**src/rtl/ov5640_reg_init.sv**
```systemverilog
`default_nettype none
// ---------------------------------------------------------------------------
// ov5640_reg_init : OV5640 register-table init sequencer (SCCB writes/delays)
// Optional NACK retry via `INIT_RETRY_EN.                  Revision: 1.0
// ---------------------------------------------------------------------------
module ov5640_reg_init #(
  parameter int          TBL_LEN      = 252,
  parameter int          CLK_FREQ_KHZ = 24000,
  parameter int          MAX_RETRY    = 3,
  parameter logic [15:0] DELAY_TAG    = 16'hFFFF
) (
  input  logic        clk,
  input  logic        rst,
  input  logic        power_on_vd,
  output logic [7:0]  tbl_addr,
  input  logic [23:0] tbl_data,
  output logic        sccb_req,
  output logic [15:0] sccb_addr,
  output logic [7:0]  sccb_data,
  input  logic        sccb_ack,
  input  logic        sccb_nack,
  output logic        busy,
  output logic        init_done,
  output logic        init_err
);

  localparam int                DCNT_W   = $clog2(255 * CLK_FREQ_KHZ + 1);
  localparam logic [DCNT_W-1:0] KHZ      = DCNT_W'(CLK_FREQ_KHZ);
  localparam logic [7:0]        LAST_IDX = 8'(TBL_LEN - 1);

  typedef enum logic [3:0] {
    S_IDLE     = 4'd0,
    S_FETCH    = 4'd1,
    S_LOAD     = 4'd2,
    S_REQ      = 4'd3,
    S_WAIT_ACK = 4'd4,
    S_DELAY    = 4'd5,
    S_NEXT     = 4'd6,
    S_DONE     = 4'd7,
    S_ERR      = 4'd8
  } state_t;

  state_t            state;
  state_t            state_nxt;
  logic [7:0]        idx;
  logic [DCNT_W-1:0] dly_cnt;
  logic              is_delay;
  logic              retry_ok;

  assign is_delay = (tbl_data[23:8] == DELAY_TAG);
  assign tbl_addr = idx;

`ifdef INIT_RETRY_EN
  localparam int RTY_W = (MAX_RETRY < 1) ? 1 : $clog2(MAX_RETRY + 1);

  logic [RTY_W-1:0] retry_cnt;

  always_ff @(posedge clk or posedge rst) begin
    if (rst) begin
      retry_cnt <= '0;
    end else if (state_nxt == S_IDLE || state == S_NEXT) begin
      retry_cnt <= '0;
    end else if (state == S_WAIT_ACK && state_nxt == S_REQ) begin
      retry_cnt <= retry_cnt + 1'b1;
    end
  end

  assign retry_ok = (retry_cnt < RTY_W'(MAX_RETRY));
`else
  // Without retry support every NACK is fatal.
  assign retry_ok = (MAX_RETRY < 0);
`endif

  always_ff @(posedge clk or posedge rst) begin
    if (rst) begin
      state <= S_IDLE;
    end else begin
      state <= state_nxt;
    end
  end

  always_comb begin
    state_nxt = state;
    sccb_req  = 1'b0;
    busy      = 1'b0;
    init_done = 1'b0;
    init_err  = 1'b0;
    case (state)
      S_IDLE: begin
        if (power_on_vd) state_nxt = S_FETCH;
      end
      S_FETCH: begin
        busy      = 1'b1;
        state_nxt = S_LOAD;
      end
      S_LOAD: begin
        busy      = 1'b1;
        state_nxt = is_delay ? S_DELAY : S_REQ;
      end
      S_REQ: begin
        busy      = 1'b1;
        state_nxt = S_WAIT_ACK;
      end
      S_WAIT_ACK: begin
        busy     = 1'b1;
        sccb_req = 1'b1;
        if (sccb_ack) begin
          if (!sccb_nack)    state_nxt = S_NEXT;
          else if (retry_ok) state_nxt = S_REQ;
          else               state_nxt = S_ERR;
        end
      end
      S_DELAY: begin
        busy = 1'b1;
        // Counts 0 and 1 both leave after a single cycle.
        if (dly_cnt <= DCNT_W'(1)) state_nxt = S_NEXT;
      end
      S_NEXT: begin
        busy      = 1'b1;
        state_nxt = (idx == LAST_IDX) ? S_DONE : S_FETCH;
      end
      S_DONE: begin
        init_done = 1'b1;
      end
      S_ERR: begin
        init_err = 1'b1;
      end
      default: begin
        state_nxt = S_IDLE;
      end
    endcase
    // Sensor re-reset: abort wins over any pending ack.
    if (!power_on_vd && state != S_IDLE) state_nxt = S_IDLE;
  end

  always_ff @(posedge clk or posedge rst) begin
    if (rst) begin
      idx       <= '0;
      dly_cnt   <= '0;
      sccb_addr <= '0;
      sccb_data <= '0;
    end else if (state_nxt == S_IDLE) begin
      idx       <= '0;
      dly_cnt   <= '0;
      sccb_addr <= '0;
      sccb_data <= '0;
    end else begin
      case (state)
        S_LOAD: begin
          if (is_delay) begin
            dly_cnt <= DCNT_W'(tbl_data[7:0]) * KHZ;
          end else begin
            sccb_addr <= tbl_data[23:8];
            sccb_data <= tbl_data[7:0];
          end
        end
        S_DELAY: begin
          if (dly_cnt != '0) dly_cnt <= dly_cnt - 1'b1;
        end
        S_NEXT: begin
          if (idx != LAST_IDX) idx <= idx + 1'b1;
        end
        default: begin
        end
      endcase
    end
  end

endmodule
`default_nettype wire

```
**config.mk**
```make
export PLATFORM = sky130hd
export DESIGN_NAME = ov5640_reg_init
export DESIGN_NICKNAME = d
export VERILOG_FILES = /design/src/rtl/ov5640_reg_init.sv
export SDC_FILE = /design/constraint.sdc
export NUM_CORES = 1
export LEC_CHECK = 0
export CAP_MARGIN = 20
export CORE_ASPECT_RATIO = 0.9
export CORE_MARGIN = 1.5
export CORE_UTILIZATION = 46
export DETAILED_ROUTE_END_ITERATION = 10
export PLACE_DENSITY = 0.68
export SYNTH_ARGS = -nofsm -noshare
export SYNTH_HDL_FRONTEND = slang
export SYNTH_SLANG_ARGS = --single-unit
```
**constraint.sdc**
```tcl
create_clock -name clk -period 4.6 [get_ports clk]
set_clock_uncertainty 0.15 [all_clocks]
set_input_delay 0.92 -clock clk [delete_from_list [all_inputs] [get_ports clk]]
set_output_delay 0.92 -clock clk [all_outputs]
set_load 0.01 [all_outputs]
```
# Yosys cells after proc, flatten, opt, wreduce, memory -nomap -nowiden
# Index checks and enable logic that the tools add are counted.
[op_classes]
addsub = 2
n_mul = 1
order_cmp = 1
n_eq_ne = 14
mux = 25
n_reduce_logical = 15
[ops]
columns = ["cell", "n"]
rows = [
  ["$mux 23", 3],
  ["$mux 16", 3],
  ["$mux 8", 6],
  ["$pmux 23 s2", 1],
  ["$pmux 4 s8", 1],
  ["$le 23x1->1 const B", 1],
  ["$reduce_bool 23->1", 1],
  ["$sub 23x1->23 const B", 1],
  ["$mux 4", 5],
  ["$mul 8x9->17 const B", 1],
  ["$eq 16x16->1 const B", 1],
  ["$eq 4x3->1 const B", 4],
  ["$add 8x1->8 const B", 1],
  ["$eq 4x2->1 const B", 2],
  ["$eq 8x8->1 const B", 1],
  ["$logic_not 4->1", 2],
  ["$ne 8x8->1 const B", 1],
  ["$mux 3", 2],
  ["$ne 3x3->1 const B", 2],
  ["$reduce_bool 2->1", 3],
  ["$reduce_or 6->1", 1],
  ["$eq 4x1->1 const B", 1],
  ["$eq 4x4->1 const B", 1],
  ["$mux 1", 4],
  ["other kinds (8)", 9],
]
[word_totals]
ff_bits = 59
input_bits = 29
out_inout_bits = 36
elab_cells = 63

# Longest topological paths before layout
[depth]
depth_word = 7
mapped_depth = 15
mapped_depth_nobuf = 15

# Worst setup path before layout
# Ideal clock, no wire load.
[synth_timing]
kind = "input -> register"
startpoint = "in tbl_data[7]"
endpoint = "reg dly_cnt[22]"
setup_time_ps = 127
arrival_ps = 4670
required_ps = 4323
path_slack_ps = -347
cell_stages = 15
path_buffers = 0
path_cell_list = "inv_1 > fa_1 > fa_1 > inv_1 > fa_1 > inv_1 > fa_1 > inv_1 > ha_1 > o21a_1 > o21a_1 > a41o_1 > a31oi_1 > mux2i_1 > a31oi_1"
[synth_via]
elab_chain_cells = 4
[synth_lines]
columns = ["item", "line_no", "rtl"]
rows = [
  ["start: declaration", "16", "input logic [23:0] tbl_data,"],
  ["$mul 8x9->17", "151", "dly_cnt <= DCNT_W'(tbl_data[7:0]) * KHZ;"],
  ["$mux 23", "150", "if (is_delay) begin"],
  ["$pmux 23 s2", "148", "case (state)"],
  ["$mux 23", "142", "end else if (state_nxt == S_IDLE) begin"],
  ["end signal: assignment", "151", ""],
  ["end signal: assignment", "158", "if (dly_cnt != '0) dly_cnt <= dly_cnt - 1'b1;"],
  ["end: declaration", "46", "logic [DCNT_W-1:0] dly_cnt;"],
]
# No other way between the ends. The select of a mux whose other input is x is not followed.
# A chain may end at the register's enable or synchronous reset.

# Final worst setup path
[layout_timing]
startpoint = "in tbl_data[5]"
endpoint = "reg dly_cnt[22]"
# The elaborated chain is that of the path after synthesis.

==> Flow_metrics.wiki <==
{| class="wikitable"
! Metric !! Value
|-
| Crit end category || flip-flop
|-
| Net Sw Power || 1.51 mW
|-
| Pin count of the biggest net entering global routing || 56
|-
| Clock sinks || slightly below 60
|-
| Clock slew seen by the registers of the worst setup and hold paths || 0.05 ns
|-
| Start point of the worst min-delay path || sccb_data[5]$_DFFE_PP0P_
|-
| Setup tns final || 0 ns
|-
| Insertion delay of the later-clocked pin in the worst-skew pair || 0.33 ns
|-
| Pwr Total || approximately 3.8 mW
|-
| Buffer levels on the longest clock path || 2
|-
| Area of the mapped netlist || around 0.0051 mm2
|-
| IR drop worst, VDD || between 0.0002 and 0.00025 V
|-
| Max-slew violation total from the final report || 0
|-
| Type of the worst setup path || in -> reg
|-
| Part of the total power dissipated in combinational logic || 61.1%
|-
| Gate count after technology mapping || about 580
|-
| Internal Dissipation || approximately 2.3 mW
|-
| Aggregate global routing overflow || 0
|-
| Width of the die || between 100 and 150 um
|-
| Setup slack on the worst flop-to-flop path || ~1.7 ns
|-
| Leading area contributor after synthesis || sky130_fd_sc_hd__dfrtp_1
|-
| Worst hold-check slack || between 0.3 and 0.4 ns
|-
| Fin crit share || between 90% and 100%
|-
| Worst-path fanout max || 3
|-
| I/O pin count || between 60 and 70
|-
| Share of layout cells above drive strength 1 || around 20%
|-
| Via count || ~4700
|-
| Wire length of the first global-routing pass || approximately 22000 um
|-
| Power density over cell area || around 560 mW/mm2
|-
| Worst r2r path cells || 5
|-
| Total of warnings raised by yosys || 0
|-
| DRC Markers || 0
|-
| Post-synthesis area per instance || between 8 and 9 um2
|-
| Data arrival at the endpoint of the critical path || 4.55 ns
|-
| Final worst path period need || approximately 4.5 ns
|-
| Cell leakage power || 3.27 nW
|-
| WHS Path Cells || 2
|-
| NumNets Final || approximately 800
|-
| Total of max-cap violations || 0
|-
| Most frequent cells in the layout || 75 x sky130_fd_sc_hd__nor2_1, 70 x sky130_fd_sc_hd__buf_4, 59 x sky130_fd_sc_hd__dfrtp_1
|-
| Number of failing hold endpoints at the final stage || 0
|-
| Worst EP required || 4.61 ns
|-
| Die Y || about 100 um
|-
| Port-buffer cells || 64
|-
| Run status || complete, no violations
|-
| Number of setup violations in the final report || 0
|-
| Placeable core region || roughly 0.011 mm2
|-
| Share of flip-flops with an asynchronous set or reset || 100%
|-
| Least-Margin Pin Slew || 0.997 ns
|-
| DR iter-0 viols || ~460
|-
| Number of global-route vias before repair || ~4700
|-
| Initial core utilization || 47.1%
|-
| Worst reg2reg path startpoint || state[1]$_DFF_PP0_
|-
| Routed WL per cell || around 16 um
|-
| Largest cells by area after synthesis || sky130_fd_sc_hd__dfrtp_1 29%, sky130_fd_sc_hd__ha_1 11%, sky130_fd_sc_hd__fa_1 9.9%
|-
| RR Endpoint || dly_cnt[11]$_DFFE_PP0P_
|-
| Final design instance area without fill || approximately 0.0068 mm2
|-
| Count of fill cells added during filler insertion || approximately 900
|-
| Most common cell after layout, fill and taps aside || sky130_fd_sc_hd__nor2_1
|-
| Count of TritonRoute iterations in the first routing pass || 5
|-
| Flip-flop and latch count after synthesis || a little under 60
|-
| Post-detailed-route via-to-cell ratio || between 5 and 6
|-
| RSZ-0062 raised after global routing || yes
|-
| Post-DP Area || 0.00629 mm2
|-
| DRT antenna net count || 0
|-
| Endpoint, Worst Hold || sccb_data[5]$_DFFE_PP0P_
|-
| Overall Global Routing Usage || between 20% and 30%
|-
| Highest Clock Rate || between 200 and 250 MHz
|-
| CTS tree || yes
|-
| Standard-cell rows || 36
|-
| Part of the Yosys area used for sequential elements || between 20% and 30%
|-
| Relative slew slack || between 30% and 40%
|-
| Power share of the sequential group || around a fifth
|-
| Clock root buffer || sky130_fd_sc_hd__clkbuf_16
|-
| Number of antenna violations at the first check in global routing || 0
|-
| Post-synthesis cell type count || 70
|-
| Clock buffer count from CTS || 9
|-
| Synthesized netlist net count || approximately 680
|-
| Total die area || about 0.012 mm2
|-
| Number of flops mapped to enable cells by yosys || 0
|-
| Post-synth top area share || between 20% and 30%
|-
| Htree depth || 3
|-
| Last weighted congestion value of the routability-driven placer || roughly 0.86
|-
| Sw Share || 39.8%
|-
| Placed wire-length estimate || approximately 9900 um
|-
| Layout overhead on the synthesized area || 34.4%
|-
| Predominant post-synthesis flop cell || sky130_fd_sc_hd__dfrtp_1
|-
| Kind of launch point of the worst setup path || input port
|-
| Worst min-delay path category || reg -> reg
|-
| Number of antenna cells inserted || 0
|-
| Power share of the clock group || 19.6%
|-
| Detailed Route WL || ~13000 um
|}
[how the worst max path moves through the flow]
stage           startpoint                      end  cells past startpoint  slack (ns)
6_report       tbl_data[5]  dly_cnt[22]$_DFFE_PP0P_                     16        0.06
5_1_grt        tbl_data[5]  dly_cnt[22]$_DFFE_PP0P_                     16       -0.08
4_1_cts        tbl_data[5]  dly_cnt[22]$_DFFE_PP0P_                     16       0.003
3_5_place_dp   tbl_data[2]  dly_cnt[22]$_DFFE_PP0P_                     15       -0.79
3_3_place_gp   tbl_data[2]  dly_cnt[22]$_DFFE_PP0P_                     15       -0.72
2_1_floorplan  tbl_data[5]  dly_cnt[22]$_DFFE_PP0P_                     15        0.02
[power by group through the flow]
stage	logic (mW)	registers [mW]	clock network, mW
6_report	2.32	0.734	0.746
5_1_grt	2.58	0.753	0.782
4_1_cts	2.27	0.734	0.761
3_5_place_dp	2.17	0.744	0
3_3_place_gp	2.12	0.734	0
2_1_floorplan	1.29	0.751	0
[sequential cells by signal (all words and copies together) (netlist names)]
| register | count |
|---|---|
| sccb_data | 8 |
| tbl_addr | 8 |
| state | 4 |
| sccb_addr | 16 |
| dly_cnt | 23 |
[worst max-delay path, cell delays in order]
cell and delay (ns):
sky130_fd_sc_hd__buf_8 0.10, sky130_fd_sc_hd__inv_4 0.05, sky130_fd_sc_hd__fa_2 0.47, sky130_fd_sc_hd__fa_1 0.57, sky130_fd_sc_hd__inv_2 0.04, sky130_fd_sc_hd__fa_1 0.49, sky130_fd_sc_hd__inv_2 0.04, sky130_fd_sc_hd__fa_1 0.49
sky130_fd_sc_hd__inv_2 0.05, sky130_fd_sc_hd__ha_4 0.21, sky130_fd_sc_hd__o21a_1 0.16, sky130_fd_sc_hd__o21a_1 0.19, sky130_fd_sc_hd__a41o_1 0.21, sky130_fd_sc_hd__a31oi_1 0.19, sky130_fd_sc_hd__mux2i_1 0.25, sky130_fd_sc_hd__a31oi_1 0.11
[stage by stage]
stage,setup WS (ns),utilization (%),cells
after CTS,0.00319,62.7,837
after global routing,-0.0777,63.3,839
after detailed placement,-0.794,58.4,818
after global placement,-0.715,58.4,818
final,0.0556,63.3,839
after floorplan,0.0163,-,578
[per-layer routing]
layer / GRT usage, % / share of wire [%] / vias up
li1: - / - / 2280
met1: 32.1 / 46 / 2243
met2: 40.5 / 48 / 139
met3: 4.94 / 4.7 / 21
met4: 6.73 / 1.2 / 0
met5: 0 / 0 / -
[kinds of logic (layout without fill, tap and decap cells)]
logic type,count (synthesis),in the layout,synth area share [%]
AND/OR/NAND/NOR,203,203,21.0
AO/OA/AOI/OAI,128,128,15.6
buffers and inverters,85,213,7.08
adder cells (fa/ha/maj),69,69,20.7
flip-flops,59,59,29.1
multiplexers,22,22,4.34
XOR/XNOR,12,12,2.07
[what timing repair did]
action	4_1_cts	5_1_grt
setup endpoints to repair	9	9
hold buffers	0	0
pin swaps	17	9
resized for setup	43	14
buffers inserted	3	2
[area by class of cell]
class	count	area [um2]	share of cell area [%]
Inverter	60	228	3.34
Timing Repair Buffer	137	1200	17.6
Clock buffer	11	253	3.71
Clock inverter	5	85.1	1.25
Tap cell	133	166	2.44
Multi-Input combinational cell	434	3410	50.0
Sequential cell	59	1480	21.7
[cells in the mapped netlist (all sizes together) (10+ instances only)]
master  instances
nand2          38
inv            60
dfrtp          59
nor2           76
a21oi          40
nor4           12
o21ai          36
nand4          11
clkbuf         19
a31oi          10
ha             44
nor3           13
fa             25
mux2i          22
No activity file was read; power rests on OpenSTA's default activity.
